===== config.mk =====
export PLATFORM = sky130hd
export DESIGN_NAME = verificador_jogada
export DESIGN_NICKNAME = d
export VERILOG_FILES = /design/src/rtl/verificador_pkg.sv /design/src/rtl/detector_borda.sv /design/src/rtl/verificador_jogada.sv
export SDC_FILE = /design/constraint.sdc
export NUM_CORES = 1
export LEC_CHECK = 0
export BUFFER_PORTS_ARGS = -buffer_cell sky130_fd_sc_hd__clkbuf_2
export CAP_MARGIN = 20
export CORE_ASPECT_RATIO = 0.75
export CORE_MARGIN = 2
export CORE_UTILIZATION = 36
export DETAILED_ROUTE_END_ITERATION = 8
export PLACE_DENSITY = 0.52
export SLEW_MARGIN = 20
export SYNTH_ARGS = -nofsm -noshare
export SYNTH_HDL_FRONTEND = slang
export SYNTH_SLANG_ARGS = --single-unit

===== constraint.sdc =====
create_clock -name clk -period 2.7 [get_ports clk]
set_input_delay 0.405 -clock clk [delete_from_list [all_inputs] [get_ports clk]]
set_output_delay 0.405 -clock clk [all_outputs]
set_load 0.1 [all_outputs]

===== src/rtl/verificador_pkg.sv =====
// Shared types and constants for the move checker: FSM states, default sizes
// and the one-hot test used to qualify a published target.
package verificador_pkg;

   localparam int N_BOTOES_DEF      = 4;
   localparam int JANELA_CICLOS_DEF = 50000000;

   typedef enum logic [2:0] {
      OCIOSO,
      AGUARDA_ALVO,
      JANELA,
      ACERTO,
      ERRO,
      SOLTURA
   } estado_t;

   // True only when exactly one bit is set.
   function automatic logic eh_one_hot(input logic [31:0] v);
      return (v != 32'd0) && ((v & (v - 32'd1)) == 32'd0);
   endfunction

endpackage


===== src/rtl/detector_borda.sv =====
// Rising-edge detector across the button bus. The history register resets to
// all ones so a button held through reset is never reported as a press.
module detector_borda #(
   parameter int N_BOTOES = 4
) (
   input  logic                clk,
   input  logic                reset,
   input  logic [N_BOTOES-1:0] botoes,
   output logic [N_BOTOES-1:0] press
);

   logic [N_BOTOES-1:0] botoes_ant_q;

   always_ff @(posedge clk) begin
      if (reset) begin
         botoes_ant_q <= '1;
      end else begin
         botoes_ant_q <= botoes;
      end
   end

   assign press = botoes & ~botoes_ant_q;

endmodule


===== src/rtl/verificador_jogada.sv =====
// Judges each player move against the latched target and emits one verdict
// pulse (acertou or errou) per target, then waits for all buttons released.
//
// state        | meaning
// -------------+---------------------------------------------------------
// OCIOSO       | game not running, no target held
// AGUARDA_ALVO | waiting for a valid one-hot target strobe
// JANELA       | response window open, timer counting down
// ACERTO       | one-cycle hit pulse
// ERRO         | one-cycle miss pulse (wrong/multiple button or timeout)
// SOLTURA      | target cleared, waiting for all buttons released
module verificador_jogada
   import verificador_pkg::*;
#(
   parameter int N_BOTOES      = N_BOTOES_DEF,
   parameter int JANELA_CICLOS = JANELA_CICLOS_DEF
) (
   input  logic                clk,
   input  logic                reset,
   input  logic                ativo,
   input  logic                alvo_valido,
   input  logic [N_BOTOES-1:0] alvo,
   input  logic [N_BOTOES-1:0] botoes,
   output logic                acertou,
   output logic                errou,
   output logic                janela_aberta,
   output logic [N_BOTOES-1:0] alvo_atual
);

   localparam int TW = $clog2(JANELA_CICLOS);
   localparam logic [TW-1:0] TIMER_CARGA = TW'(JANELA_CICLOS - 1);

   estado_t             estado_q, estado_d;
   logic [TW-1:0]       timer_q, timer_d;
   logic [N_BOTOES-1:0] alvo_q, alvo_d;
   logic [N_BOTOES-1:0] press;

   detector_borda #(
      .N_BOTOES(N_BOTOES)
   ) u_detector_borda (
      .clk   (clk),
      .reset (reset),
      .botoes(botoes),
      .press (press)
   );

   always_comb begin
      estado_d = estado_q;
      timer_d  = timer_q;
      alvo_d   = alvo_q;

      case (estado_q)
         OCIOSO: begin
            if (ativo) estado_d = AGUARDA_ALVO;
         end
         AGUARDA_ALVO: begin
            if (alvo_valido && eh_one_hot(32'(alvo))) begin
               alvo_d   = alvo;
               timer_d  = TIMER_CARGA;
               estado_d = JANELA;
            end
         end
         JANELA: begin
            // alvo_q is one-hot, so an empty press never matches it.
            if (press == alvo_q) begin
               estado_d = ACERTO;
            end else if (press != '0) begin
               estado_d = ERRO;
            end else if (timer_q == '0) begin
               estado_d = ERRO;
            end else begin
               timer_d = timer_q - TW'(1);
            end
         end
         ACERTO, ERRO: begin
            estado_d = ativo ? SOLTURA : OCIOSO;
         end
         SOLTURA: begin
            if (botoes == '0) estado_d = AGUARDA_ALVO;
         end
         default: begin
            estado_d = OCIOSO;
         end
      endcase

      // A verdict pulse already under way is allowed to finish.
      if (!ativo && (estado_q != ACERTO) && (estado_q != ERRO)) begin
         estado_d = OCIOSO;
      end

      if ((estado_d == SOLTURA) || (estado_d == OCIOSO)) begin
         alvo_d = '0;
      end
   end

   always_ff @(posedge clk) begin
      if (reset) begin
         estado_q <= OCIOSO;
         timer_q  <= '0;
         alvo_q   <= '0;
      end else begin
         estado_q <= estado_d;
         timer_q  <= timer_d;
         alvo_q   <= alvo_d;
      end
   end

   assign acertou       = (estado_q == ACERTO);
   assign errou         = (estado_q == ERRO);
   assign janela_aberta = (estado_q == JANELA);
   assign alvo_atual    = alvo_q;

endmodule


# == Yosys cells after proc, flatten, opt, wreduce, memory -nomap -nowiden ==
# Index checks and enable logic that the tools add are counted.
# word_totals
register_bits,37
inputBits,12
out_inout_bits,7
elab_cells,54
# op_classes
n_addsub,2
eq_ne,13
muxes,14
bitwise_logic,3
n_reduce_logical,18
# ops
operator,count
$mux W26,4
$pmux W26 S2,1
$and A4 B32 Y32,1
$logic_not A32 Y1,1
$logic_not A26 Y1,1
$sub A26 B1 Y26 const B,1
$mux W3,8
$pmux W3 S5,1
$eq A3 B3 Y1 const B,3
$ne A2 B2 Y1 const B,4
$reduce_bool A4 Y1,2
$eq A3 B2 Y1 const B,2
$logic_not A3 Y1,2
$reduce_and A5 Y1,1
$sub A4 B1 Y5 const B,1
$and A4 B4 Y4,1
$eq A4 B4 Y1,1
$logic_and A1 B1 Y1,4
$logic_not A4 Y1,1
$not A4 Y4,1
$reduce_or A2 Y1,2
$eq A3 B1 Y1 const B,1
$ne A3 B2 Y1 const B,1
$ne A3 B3 Y1 const B,1
other kinds (4),4

# == Depth between registers and ports, before layout ==
# Gate-level depths: netlist (run 1).
# depth
depth_word,11
mapped_depth,10
depth_no_buf,8

# == Cells and area by module ==
# Synthesis (run 1) repeated with hierarchy kept, for this count alone.
# hier_totals
cells_unflattened,243
area_unflattened_um2,2112.0
# by_module_without_submodules
module,instances,cells_per_inst,area_per_inst_um2,seq_area_each_um2
verificador_jogada,1,231,1981.9,660.6
detector_borda,1,12,130.1,80.1

# == Worst setup path before layout (run 1) ==
# No wires, ideal clock.
# synth_path
kind,reg-to-reg
start,reg estado_q[0]
end,reg estado_q[2]
setup_time_ns,0.076
t_arrival_ns,3.083
required_ns,2.624
slack_ns,-0.459
path_stages_with_launch,6
path_buffers,1
period_less_slack_ns,3.159
path_cell_list,dfxtp_1 clkbuf_1 inv_1 nor3_1 nand2_1 a31oi_1
# synth_via
elab_chain_cells,4
elab_cells_between_ends,13
classes_between,eq/ne: 7; mux: 2; reduce/logical: 4
# synth_rtl
item,line_no,rtl
start: declaration,verificador_jogada.sv:33,"estado_t estado_q, estado_d;"
start signal: assignment,verificador_jogada.sv:102,estado_q <= estado_d;
$eq A3 B2 Y1,--,
named net acertou,verificador_jogada.sv:24,"output logic acertou,"
$reduce_or A2 Y1,verificador_jogada.sv:52,case (estado_q)
$pmux W3 S5,verificador_jogada.sv:52,
$mux W3,verificador_jogada.sv:87,if (!ativo && (estado_q != ACERTO) && (estado_q != ERRO)) begin
# The timed path passes the listed nets, and every way through them passes these cells.
# A chain may end at the register's enable or synchronous reset.

# == Final worst setup path (run 1) ==
# layout_path
start,reg estado_q[1]
end,out janela_aberta
# layout_via
elab_chain_cells,1
# layout_rtl
item,line_no,rtl
$eq A3 B2 Y1,verificador_jogada.sv:110,assign janela_aberta = (estado_q == JANELA);
end: declaration,verificador_jogada.sv:26,"output logic janela_aberta,"
# Every way passes these cells.

==> reports/results.txt, run 1 <==
Port Buffer Count -> 18
CTS clk-pin slew, worst paths -> 0.07 ns
Yosys warning count -> 0
Maximum number of pins on one net before global-route repair -> 23
Clock buffer depth -> 2
Tightest Hold Check Type -> input port to flip-flop
Crit path time final -> 2.365 ns
Maximum ir drop on the vdd rail -> 229.6 uV
Worst-skew pair later-pin latency -> 0.28 ns
Netlist area before placement -> 2113 sq um
Result of the run -> completed
Count of flip-flops with a built-in enable after synthesis -> 0
Max Slew Vio Count -> 0
Number of clock buffers inserted by TritonCTS -> 5
Final hold violations -> 0
Final worst-path cycle share -> 87.61%
Row count -> 24
CP Data Arrival Time -> 1.96 ns
Sequential cell area fraction in the yosys report -> 35.05%
Net count of the finished layout -> 285
Unique masters post-synth -> 52
Growth of design area from synthesis to finish -> 13.03%
Total of hold buffers inserted after clock tree synthesis -> 0
Length in cells of the worst reg-to-reg path -> 8
Total of cells resized after clock tree synthesis -> 0
Total via count in the routed design -> 1827
Count of mapped cells out of synthesis -> 250
CP peak stage delay -> 0.48 ns
Sort of element at the start of the critical path -> flip-flop
TritonCTS clock tree -> built
Floorplan die height -> 70.36 microns
Max Clk Rate -> 422.8 MHz
Sequence of cells on the critical path -> inv_2, or3_1, inv_2, clkbuf_2
Slew margin rel. -> 63.74%
Starting DRC count in detailed routing -> 108
Most common cell in the netlist -> dfxtp_1
Leakage power -> 0.0009424 uW
DR WL/cell -> 14.44 microns
Synth top area share -> 35.05%
Top-level I/O count -> 19
Post-synth top flop -> dfxtp_1
Number of antenna violations at the first check in global routing -> 0
Util after Layout -> 41.64%
Wire length of the first global-routing pass -> 8769 microns
Initial core utilization -> 36.85%
H-tree depth -> 2
Number of cells on the worst hold path -> 2
Fraction of final layout cells sized beyond drive strength 1 -> 21.69%
N_diodes -> 0
Top fanout value on the critical path -> 8
Worst EP required -> 2.30 ns
Post-Syn Nets -> 264
Critical Path Sink Type -> primary output
Setup-violating endpoint count in the final report -> 0
Routability congestion estimate -> 0.8172
Unrepaired setup endpoints after global routing -> false
Area of the core -> 5736 sq um
Vias in the first global route -> 1770
DRT antenna net count -> 0
Mean area per synthesized cell -> 8.453 sq um
Worst Setup Path Type -> flip-flop to primary output
Via density per instance -> 5.220
Transition time of the tightest slew-check pin -> 0.5463 ns
Grt ovf -> 0
DRC -> 0
Areal power density over the cells -> 502.3 nW/um^2
Router iterations before antenna repair -> 4
Count of clock tree sinks -> 37
Cell taking the most area after synthesis -> dfxtp_1
Overall fraction of global-route tracks in use -> 16.95%
Max-cap violation count -> 0
Wire length reported by the detailed router -> 5055 microns
Post-synth ARST share -> 0%
Clock tree root driver cell -> clkbuf_8
Die width -> 92.47 microns
#FFs+latches synth -> 37
Most area-consuming cells after synthesis -> dfxtp_1 35%, xor2_1 7.0%, a21oi_1 5.0%, nor2_1 5.0%, nand4_1 3.6%
Most used cell, CP -> inv_2
Die Area -> 6506 sq um
Setup total negative slack -> 0 ns
Highest-delay cell along the critical path -> or3_1
Buffer count from post-CTS setup fixing -> 0
Commonest cells in the synthesized netlist -> 37 x dfxtp_1, 28 x nor2_1, 21 x a21oi_1
Fillers -> 596
Post-DP HPWL -> 3746 microns
Post-route clock skew -> 0.007161 ns
-- worst paths after layout --
check	to	start	slack, ns
max	janela_aberta	estado_q[1]$_SDFF_PP0_	0.33
min	u_detector_borda.botoes_ant_q[0]$_SDFF_PP1_	botoes[0]	0.33
max reg2reg	timer_q[24]$_SDFFE_PP0P_	estado_q[1]$_SDFF_PP0_	0.47
min reg2reg	alvo_atual[2]$_SDFFE_PP0P_	alvo_atual[2]$_SDFFE_PP0P_	0.51
-- critical path, delay by kind of cell, from the launching register on --
kind / cells / cell delay, ns
simple gates: 1 / 0.48
flops: 1 / 0.47
buf+inv: 3 / 0.73
-- logic make-up after synthesis --
| kind of cell | Yosys count | synth area share (%) |
|---|---|---|
| AOI/OAI and AO/OA | 44 | 13.56 |
| xor gates and xnor gates | 21 | 8.703 |
| adders and majority gates | 2 | 1.184 |
| buffers and inverters | 25 | 5.566 |
| DFF | 37 | 35.05 |
| muxes | 2 | 1.184 |
| and+or+nand+nor | 119 | 34.75 |
-- registers in the layout, indices dropped and copies added (netlist names) --
name / flops
estado_q: 3
alvo_atual: 4
u_detector_borda.botoes_ant_q: 4
timer_q: 26
-- through the flow --
step / total power (uW) / hold slack (ns) / cell area, sq um / setup WS, ns / std cells
floorplan: 781.1 / 0.4685 / 2118 / 0.3048 / 250
global placement: 839.3 / 0.4901 / 2308 / 0.3025 / 342
detailed placement: 837.0 / 0.4991 / 2308 / 0.2658 / 342
CTS: 1209 / 0.3257 / 2389 / 0.3243 / 350
global route: 1261 / 0.3422 / 2389 / 0.2194 / 350
finish: 1200 / 0.3329 / 2389 / 0.3346 / 350
-- cells in the final DEF, fill, tap and decap left out, types with 2 or more instances in the layout --
cell type	count
nor4_4	2
nand4_2	3
buf_4	11
or3_1	5
o21ai_0	3
xor2_1	17
o311a_1	5
a21oi_1	21
a31oi_1	4
nand3b_1	2
nor2b_1	3
a211oi_2	2
xnor2_1	4
nand4_1	12
nor3_1	9
nand3_1	6
or2_2	6
or4_1	3
ha_1	2
nor4_1	7
nand2_1	15
inv_1	8
clkbuf_2	18
o21ai_1	2
inv_2	2
nand4b_1	5
nor2_1	28
clkbuf_1	3
clkbuf_8	5
dfxtp_1	37
-- cell type report --
class                      count  area, sq um  share of cell area, %
clock buffer                   8        80.08                  3.353
inverter                      10        37.54                  1.572
timing repair buffer          29        172.7                  7.229
multi-input combinational    188         1260                  52.75
tap                           78        97.59                  4.086
sequential                    37        740.7                  31.01
-- power breakdown --
group / internal (uW) / switching, uW
logic: 94.4 / 155
registers: 561 / 17.4
clock network: 184 / 189
-- layer usage --
layer / GRT usage [%] / share of wire (%) / up-vias
li1: - / - / 949
met1: 26.23 / 56 / 850
met2: 23.44 / 40 / 26
met3: 3.452 / 3.9 / 2
met4: 4.643 / 0.49 / 0
met5: 0 / 0 / -
(Power assumes the default switching activity.)
==> run 2: changes to the inputs <==
HOLD_SLACK_MARGIN = 0.15   (was unset)
clock period = 2.6 ns   (was 2.7 ns; I/O delays follow)
==> run 2 against run 1 <==
Compared with the run above: setup slack worse by 0.098 ns; die area did not move; global-route usage decreased by 0.19 points; core utilization increased by 0.24 points; non-clock buffer count fell by 1; register-to-register slack lost 0.14 ns; cell area up 0.58%; via count is 1.4% higher; clock power increased by 21%; critical path type unchanged; largest power group unchanged.
==> reports/results.txt, run 2 (synthesis results as in run 1) <==
Maximum number of pins on one net before global-route repair -> 23 (unchanged)
Total non-filler cell area in the finished layout -> 2402 sq um (+0.58%)
Clock buffer depth -> 2 (unchanged)
Buffer count from post-CTS setup fixing -> 0 (unchanged)
Unrepaired setup endpoints after global routing -> false
Maximum ir drop on the vdd rail -> 195.9 uV (-15%)
Final worst-path cycle share -> 90.89%
Total via count in the routed design -> 1853 (+1.4%)
Top fanout value on the critical path -> 8 (unchanged)
Worst EP required -> 2.21 ns (-0.09 ns)
Hold Slack -> 0.3147 ns (-0.01827 ns)
Router iterations before antenna repair -> 4 (unchanged)
Setup-violating endpoint count in the final report -> 0 (unchanged)
H-tree depth -> 2 (unchanged)
Total area of multi-input combinational cells -> 1260 sq um (unchanged)
Port Buffer Count -> 18 (unchanged)
Worst-skew pair later-pin latency -> 0.29 ns (about the same)
Initial core utilization -> 36.85% (unchanged)
Growth of design area from synthesis to finish -> 13.68%
Number of antenna violations at the first check in global routing -> 0 (unchanged)
Most common library cell in the layout ignoring fill and taps -> dfxtp_1
Fillers -> 570 (-4.4%)
DR WL/cell -> 14.52 microns (+0.50%)
DRC -> 0 (unchanged)
Vias in the first global route -> 1730 (-2.3%)
N_diodes -> 0 (unchanged)
Grt ovf -> 0 (unchanged)
Die Area -> 6506 sq um (unchanged)
Total of hold buffers inserted after clock tree synthesis -> 0 (unchanged)
Post-DP HPWL -> 3601 microns (-3.9%)
Overall fraction of global-route tracks in use -> 16.77% (-0.19 points)
Count of clock tree sinks -> 37 (unchanged)
Net count of the finished layout -> 284 (-0.35%)
Post-route clock skew -> 0.008565 ns (+0.001404 ns)
Register ranked first by flip-flop count -> timer_q
CTS clk-pin slew, worst paths -> 0.08 ns (about the same)
Starting DRC count in detailed routing -> 79 (-27%)
Leakage power -> 0.0009530 uW (+1.1%)
Number of clock buffers inserted by TritonCTS -> 5 (unchanged)
Via density per instance -> 5.309 (+1.7%)
Placement-stage cell area -> 2301 sq um (-0.32%)
TritonCTS clock tree -> built
Setup total negative slack -> 0 ns (unchanged)
Max Clk Rate -> 423.2 MHz
Total of cells resized after clock tree synthesis -> 0 (unchanged)
Sort of element at the start of the critical path -> flip-flop
Crit path time final -> 2.363 ns
Sequential Area -> 740.7 sq um (unchanged)
Die width -> 92.47 microns (unchanged)
Slew margin rel. -> 63.68% (about the same)
Number of flip-flops in the largest register -> 26 (unchanged)
Area of the core -> 5736 sq um (unchanged)
Wire length reported by the detailed router -> 5066 microns (+0.22%)
Routability congestion estimate -> 0.8596 (+5.2%)
Clock tree root driver cell -> clkbuf_8
Max-cap violation count -> 0 (unchanged)
Wire length of the first global-routing pass -> 8604 microns (-1.9%)
CP Data Arrival Time -> 1.97 ns (about the same)
Max Slew Vio Count -> 0 (unchanged)
Worst Setup Path Type -> flip-flop to primary output
Fraction of final layout cells sized beyond drive strength 1 -> 22.51% (+0.82 points)
Commonest cells after routing, fill and taps aside -> 37 x dfxtp_1, 28 x nor2_1, 21 x a21oi_1
Areal power density over the cells -> 541.3 nW/um^2 (+7.8%)
Result of the run -> completed
Top-level I/O count -> 19 (unchanged)
DRT antenna net count -> 0 (unchanged)
Transition time of the tightest slew-check pin -> 0.5471 ns (+0.0008624 ns)
Floorplan die height -> 70.36 microns (unchanged)
Critical Path Sink Type -> primary output
Row count -> 24 (unchanged)
Tightest Hold Check Type -> input port to flip-flop
Final hold violations -> 0 (unchanged)
==> run 2: cell count changes in the layout (fill, tap and decap cells not counted), sizes merged <==
| cell | delta |
|---|---|
| buf | -1 |
| clkbuf | -1 |
| clkinv | +1 |
==> run 2: layout make-up <==
cell class	instances	area share [%]
inverter	10	1.563
sequential	37	30.83
multi-input combinational	188	52.45
clock inverter	1	0.2083
timing repair buffer	28	6.875
tap	78	4.063
clock buffer	7	4.010
==> run 2: worst max-delay path: stages (launching register included) <==
cell,delay [ns]
dfxtp_1,0.47
inv_2,0.12
or3_1,0.48
inv_2,0.14
clkbuf_2,0.47
==> run 2: final timing paths <==
| path | startpoint | to | slack [ns] | cells past startpoint |
|---|---|---|---|---|
| setup reg to reg | timer_q[14]$_SDFFE_PP0P_ | timer_q[24]$_SDFFE_PP0P_ | 0.33 | 7 |
| hold reg to reg | alvo_atual[1]$_SDFFE_PP0P_ | alvo_atual[1]$_SDFFE_PP0P_ | 0.50 | 2 |
| setup / recovery | estado_q[1]$_SDFF_PP0_ | janela_aberta | 0.24 | 4 |
| hold / removal | botoes[1] | u_detector_borda.botoes_ant_q[1]$_SDFF_PP1_ | 0.31 | 2 |
==> run 2: per-layer routing <==
layer  track usage [%]  vias up  wire [microns]
li1                  -      949               -
met5                 0        -               0
met2             22.06       37            1964
met4             4.975        0              45
met3             4.639        5             218
met1             25.95      862            2838
==> run 2: metrics by stage <==
step           cells  setup WS [ns]  power, uW  utilization (%)
2_1_floorplan    250         0.2048      811.1                -
4_1_cts          349         0.2316       1312            41.88
6_report         349         0.2370       1300            41.88
3_5_place_dp     341         0.2208      861.4            40.12
3_3_place_gp     341         0.2560      861.5            40.12
5_1_grt          349         0.1337       1372            41.88
==> run 2: report_power, final <==
group / leakage, uW / switching (uW) / internal, uW
registers: 0.000300 / 18.7 / 582
logic: 0.000599 / 157 / 90.5
clock network: 0.0000542 / 211 / 240
